## src/rtl/reglist_encoder.sv

```systemverilog
// Register-list encoder: walks a latched 16-bit register mask and issues one
// register number per accepted transfer, in ascending or descending order.
module reglist_encoder (
  input  logic        clk,
  input  logic        reset,
  input  logic        start,
  input  logic        up,
  input  logic [15:0] reglist,
  input  logic        ready,
  output logic        busy,
  output logic        valid,
  output logic [3:0]  regnum,
  output logic [4:0]  index,
  output logic [4:0]  total,
  output logic        last,
  output logic        done
);

  typedef enum logic [1:0] {
    IDLE   = 2'd0,
    ISSUE  = 2'd1,
    FINISH = 2'd2
  } state_t;

  state_t      state_q, state_d;
  logic [15:0] mask_q, mask_d;
  logic        up_q, up_d;
  logic [4:0]  index_q, index_d;
  logic [4:0]  total_q, total_d;

  logic [3:0]  enc;
  logic        one_left;
  logic [4:0]  list_count;

  // Priority encode of the pending mask; loop order picks lowest or highest.
  always_comb begin
    enc = '0;
    if (up_q) begin
      for (int unsigned i = 16; i > 0; i--) begin
        if (mask_q[i-1]) enc = 4'(i - 1);
      end
    end else begin
      for (int unsigned i = 0; i < 16; i++) begin
        if (mask_q[i]) enc = 4'(i);
      end
    end
  end

  always_comb begin
    list_count = '0;
    for (int unsigned i = 0; i < 16; i++) begin
      list_count = list_count + 5'(reglist[i]);
    end
  end

  assign one_left = (mask_q != '0) && ((mask_q & (mask_q - 16'd1)) == '0);

  always_comb begin
    state_d = state_q;
    mask_d  = mask_q;
    up_d    = up_q;
    index_d = index_q;
    total_d = total_q;
    unique case (state_q)
      IDLE: begin
        if (start) begin
          mask_d  = reglist;
          up_d    = up;
          total_d = list_count;
          index_d = '0;
          state_d = (reglist != '0) ? ISSUE : FINISH;
        end
      end
      ISSUE: begin
        if (ready) begin
          mask_d  = mask_q & ~(16'd1 << enc);
          index_d = index_q + 5'd1;
          if (one_left) state_d = FINISH;
        end
      end
      FINISH: state_d = IDLE;
      default: state_d = IDLE;
    endcase
  end

  always_ff @(posedge clk) begin
    if (!reset) begin
      state_q <= IDLE;
      mask_q  <= '0;
      up_q    <= 1'b1;
      index_q <= '0;
      total_q <= '0;
    end else begin
      state_q <= state_d;
      mask_q  <= mask_d;
      up_q    <= up_d;
      index_q <= index_d;
      total_q <= total_d;
    end
  end

  assign busy   = (state_q != IDLE);
  assign valid  = (state_q == ISSUE);
  assign regnum = valid ? enc : '0;
  assign index  = valid ? index_q : '0;
  assign total  = total_q;
  assign last   = valid && one_left;
  assign done   = (state_q == FINISH);

endmodule

```

## config.mk

```make
export PLATFORM = sky130hd
export DESIGN_NAME = reglist_encoder
export DESIGN_NICKNAME = d
export VERILOG_FILES = /design/src/rtl/reglist_encoder.sv
export SDC_FILE = /design/constraint.sdc
export NUM_CORES = 1
export LEC_CHECK = 0
export BUFFER_PORTS_ARGS = -buffer_cell sky130_fd_sc_hd__buf_2
export CAP_MARGIN = 20
export CORE_MARGIN = 10
export CORE_UTILIZATION = 45
export DETAILED_ROUTE_END_ITERATION = 6
export PLACE_DENSITY_LB_ADDON = 0.2
export SLEW_MARGIN = 20
export SYNTH_ARGS = -nofsm -noshare
export SYNTH_HDL_FRONTEND = slang
export SYNTH_SLANG_ARGS = --single-unit
```

## constraint.sdc

```tcl
create_clock -name clk -period 6.06 [get_ports clk]
set_input_delay 1.212 -clock clk [delete_from_list [all_inputs] [get_ports clk]]
set_output_delay 1.212 -clock clk [all_outputs]
set_load 0.1 [all_outputs]
```

* Word level (Yosys, flattened, before mapping) *
Index checks and enable logic that the tools add are counted.

operators by class
  magnitude comparators = 0
  div/mod/pow operators = 0
  multiplexer cells = 45
  shift operators = 1
  multiply operators = 0
  eq/ne operators = 5
  reduce and logical (&&, ||, !) cells = 11
  add/sub/neg operators = 17
  bitwise gates (word level) = 3

operator list
  operator                 count
  $mux W4                  32
  $add A5 B1 Y5            11
  $and A16 B16 Y16         2
  $mux W16                 2
  $pmux W16 S2             1
  $reduce_bool A16 Y1      2
  $logic_not A16 Y1        1
  $not A16 Y16             1
  $shl A1 B4 Y16 const A   1
  $sub A16 B1 Y16 const B  1
  $mux W5                  3
  $pmux W5 S2              1
  $mux W2                  4
  $reduce_and A3 Y1        2
  $add A4 B1 Y5            1
  $add A5 B1 Y5 const B    1
  $add A3 B1 Y4            1
  $ne A2 B2 Y1 const B     2
  $pmux W2 S2              1
  $reduce_bool A2 Y1       2
  $add A2 B1 Y3            1
  $add A1 B1 Y2            1
  $eq A2 B1 Y1 const B     1
  $eq A2 B2 Y1 const B     1
  other kinds (5)          6

word-level totals
  logic and storage cells = 87
  input bits = 21
  bits in read-only memories = 0
  output and inout bits = 18
  memories = 0
  latch bits = 0
  register bits after elaboration = 29
  bits in writable memories = 0

* Logic depth before layout (Yosys ltp) *
  depth after elaboration = 22
  gate-level depth with buffers = 14

* Worst setup path after synthesis *
Ideal clock, no wire load.

  path kind = flip-flop to output port
  start = register mask_q[0]
  end = output last
  required time = 4,848 ps
  stages on the path, launching flop included = 7
  slack = 460 ps
  arrival = 4,388 ps
  cells stage by stage = dfxtp_1 -> buf_6 -> nor4_4 -> nand4_2 -> a21oi_1 -> nand3_1 -> nor4b_1

between the ends
  word-level cells in the longest chain between the ends = 5
  elaborated cells on any way between the ends = 6
  classes of those cells = add/sub (1); bitwise (1); reduce/logical (4)

ends and longest elaborated chain
  element                  line  RTL
  from (decl)              26    logic [15:0] mask_q, mask_d;
  from (signal assigned)   95    mask_q <= mask_d;
  $sub A16 B1 Y16          56    assign one_left = (mask_q != '0) && ((mask_q & (mask_q - 16'd1)) == '0);
  $and A16 B16 Y16         56
  $logic_not A16 Y1        56
  $logic_and A1 B1 Y1 (*)  56
  $logic_and A1 B1 Y1 (*)  107   assign last = valid && one_left;
  to (decl)                15    output logic last,

Every way passes the cells marked *; elsewhere a longest branch is shown, timed or not.

* Worst setup path after layout *
  start = input reglist[0]
  end = register total_q[3] (netlist: total[3])

between the ends
  word-level cells in the longest chain between the ends = 15

ends and longest elaborated chain
  element                      line  RTL
  from (decl)                  8     input logic [15:0] reglist,
  $add A1 B1 Y2                52    list_count = list_count + 5'(reglist[i]);
  $add A2 B1 Y3                52
  $add A3 B1 Y4                52
  $add A4 B1 Y5                52
  $add A5 B1 Y5 (11 in a row)  52
  to (signal assigned)         98    total_q <= total_d;
  to (decl)                    29    logic [4:0] total_q, total_d;

No other way between the ends.
A chain may end at the register's enable or synchronous reset.

==> results.yml <==
synth:
  synth-async-reset-ratio: 0
  synth_edf_count: 0
  synth_ff_type: "dfxtp_1"
  ys_warn_count: 0
  syn-num-nets: 373
  ys_ff_latch: 29
  synth_area_mm2: 0.00250
  synth_seq_area_share: 0.232
  syn_area_per_cell_um2: 7.47
  synth.distinct_cells: 56
  netlist_instances: 335
global_routing:
  track_usage: 0.163
  antenna_found_initial: 0
  grt_pass1_wl_mm: 11.7
  grt_pass1_vias: 2329
  grt_max_degree: 28
  gr-total-overflow: 0
timing:
  tightest_slew_ns: 0.747
  layout_setup_ws_ns: 1.72
  hold_viol_final: 0
  post-route-min-period_ns: 4.34
  setup_viol: 0
  tns_ns: 0
  fin_crit_sh: 0.717
  maxSlewViolCount: 0
  max_freq_mhz: 230
  clock_skew_ns: 0.00617
  rsz0062_at_grt: "false"
  slew_headroom: 0.502
clock_network:
  cts_buffers: 5
  post_cts_buffers: 0
  clkTransAtPathRegs_ns: 0.07
  ctsResizeCount: 0
  worstSkewPairLatency_ns: 0.28
  clk_root_buffer_cell: "clkbuf_8"
  cts_tree: "done"
  htreeDepth: 2
  cts_hold_buf: 0
  clock_path_buffers: 2
  cts_sinks: 29
die:
  placement_rows: 27
  start_util: 0.460
  chipWidth_um: 94.6
  io_pins: 39
  die_area_mm2: 0.00894
  core_area_mm2: 0.00544
  die_h_um: 94.6
pwr:
  ir_drop_uv: 248
  power_density_mw_per_mm2: 360
  power_leakage_nw: 1.25
cells_and_area:
  layout_commonest_cell: "nand2_1"
  nFillCells: 567
  layout_common_cells: "nand2_1 (61), buf_2 (38), inv_1 (31)"
  nets: 399
  antennaDiodeCount: 0
  layout-drive-gt1-share: 0.177
  area_growth_pct: 10.2
critical_path:
  rr_worst_depth: 7
  r2r_slack_ns: 3.37
  critPathCaptureType: "flip-flop"
  crit_buf_inv: 3
  worstPathRequired_ns: 6.24
  cp_max_fo: 3
  cp_cell_sequence: "buf_2 -> fa_1 -> inv_1 -> fa_1 -> fa_1 -> fa_1 -> inv_1 -> ha_1 -> a21o_1 -> a21oi_1 -> xor2_1 -> o21ai_0 -> and2_1"
  crit-reg2reg-launch: "state_q[1]"
  r2r-end: "mask_q[11]"
  crit_path_frequent_cell: "fa_1"
  crit_slowest_cell: "fa_1"
  slowest_delay_ns: 0.61
  cp.arrival_ns: 4.53
  start_kind: "input port"
  critPathTopFamily: "adder cells"
  path_class: "input port to flip-flop"
placed_design:
  io_buffers: 38
  gp_congestion: 0.855
  place_ws_ns: 1.40
  post-dp-hpwl_mm: 5.47
routing:
  vias: 2492
  vias_per_cell: 5.74
  drt-initial-drc-count: 171
  totalWireLength_mm: 7.20
  wl_per_cell_um: 16.6
  antenna_left: 0
  dr.pass1.iters: 5
  drc: 0
min_path:
  hold_path_class: "flip-flop to flip-flop"
  whs_path_depth: 2
  holdPathEnd: "total[2]"
  hold_path_startpoint: "total[2]"
run:
  drv_cap: 0
status:
  run_status: "finished clean"
[power breakdown]
group | internal, mW | switching, mW
logic | 0.178 | 0.405
clock network | 0.0794 | 0.0763
registers | 0.214 | 0.0384
[per-stage QoR]
stage          total power [mW]  area (um^2)  std cells  hold slack [ns]   util
2_1_floorplan             0.714         2500        335            0.471      -
3_3_place_gp              0.828         2680        426            0.448  0.492
3_5_place_dp              0.838         2680        426            0.454  0.492
4_1_cts                   0.995         2760        434            0.463  0.507
5_1_grt                    1.06         2760        434            0.496  0.507
6_report                  0.991         2760        434            0.458  0.507
[cells in the mapped netlist (2+ instances only)]
cell | count | area [um^2]
fa_1 | 10 | 200
o22ai_1 | 2 | 12.5
o311a_1 | 2 | 20.0
a31oi_1 | 10 | 62.6
o21ai_0 | 23 | 115
a41oi_1 | 5 | 43.8
nand2b_1 | 2 | 12.5
nor3b_2 | 2 | 25.0
or2_2 | 4 | 25.0
inv_1 | 31 | 116
buf_2 | 7 | 35.0
mux2i_1 | 2 | 20.0
nor2_1 | 23 | 86.3
a21o_1 | 2 | 15.0
a21oi_1 | 20 | 100
a21oi_2 | 2 | 17.5
and2_1 | 7 | 43.8
a22oi_1 | 2 | 15.0
nand2_1 | 61 | 229
buf_6 | 4 | 45.0
nor2b_1 | 5 | 31.3
nor4_1 | 4 | 25.0
o211ai_1 | 4 | 30.0
mux2_2 | 2 | 22.5
ha_1 | 7 | 87.6
nand3_1 | 9 | 45.0
dfxtp_1 | 29 | 581
a311oi_2 | 2 | 30.0
nand4_1 | 4 | 25.0
a21boi_0 | 3 | 22.5
nor4b_1 | 3 | 26.3
nor3_1 | 5 | 25.0
o211a_1 | 2 | 20.0
o31ai_1 | 2 | 15.0
clkbuf_1 | 7 | 26.3
xor2_1 | 4 | 35.0
nor4_4 | 3 | 63.8
[kinds of logic (layout without fill, tap and decap cells)]
logic type / after synthesis / after routing / share of synthesized area
mux: 4 / 4 / 0.0170
fa+ha+maj: 18 / 18 / 0.119
flops: 29 / 29 / 0.232
compound gates: 90 / 90 / 0.239
xor+xnor: 5 / 5 / 0.0175
simple gates: 137 / 137 / 0.282
buf+inv: 52 / 79 / 0.0940
[final cells by class]
cell class	instances	area, um^2	share of cell area
repair buffers	39	198	0.0717
multi-input cells	254	1690	0.612
flip-flops and latches	29	581	0.211
clock buffers	6	72.6	0.0263
well taps	72	90.1	0.0327
inverters	32	120	0.0436
clock inverters	2	10.0	0.00363
[worst reg2reg max path, stage by stage (launching register included)]
cell,delay (ns)
dfxtp_1,0.48
nand2b_1,0.64
inv_1,0.42
a21oi_2,0.59
a22oi_1,0.17
nand2_1,0.10
nand2_1,0.05
a41oi_1,0.16
[metal layers]
| layer | up-vias | track usage | share of wire | wire length (um) |
|---|---|---|---|---|
| li1 | 1219 | - | - | - |
| met5 | - | 0 | 0 | 0 |
| met2 | 95 | 0.252 | 0.47 | 3350 |
| met4 | 0 | 0.0474 | 0.012 | 89 |
| met3 | 9 | 0.0397 | 0.067 | 481 |
| met1 | 1169 | 0.219 | 0.46 | 3280 |
[worst max path at each step]
stage,from,to,depth (start not counted)
5_1_grt,reglist[0],total[3],13
6_report,reglist[0],total[3],13
3_3_place_gp,reglist[0],total[3],13
4_1_cts,reglist[0],total[3],13
3_5_place_dp,reglist[0],total[3],13
2_1_floorplan,mask_q[0],last,6
[registers in the layout, summed over array words and instances (netlist names)]
register  count
mask_q       16
index_q       5
total         5
state_q       2
up_q          1
Note: power is estimated with default switching activity, not from simulation.
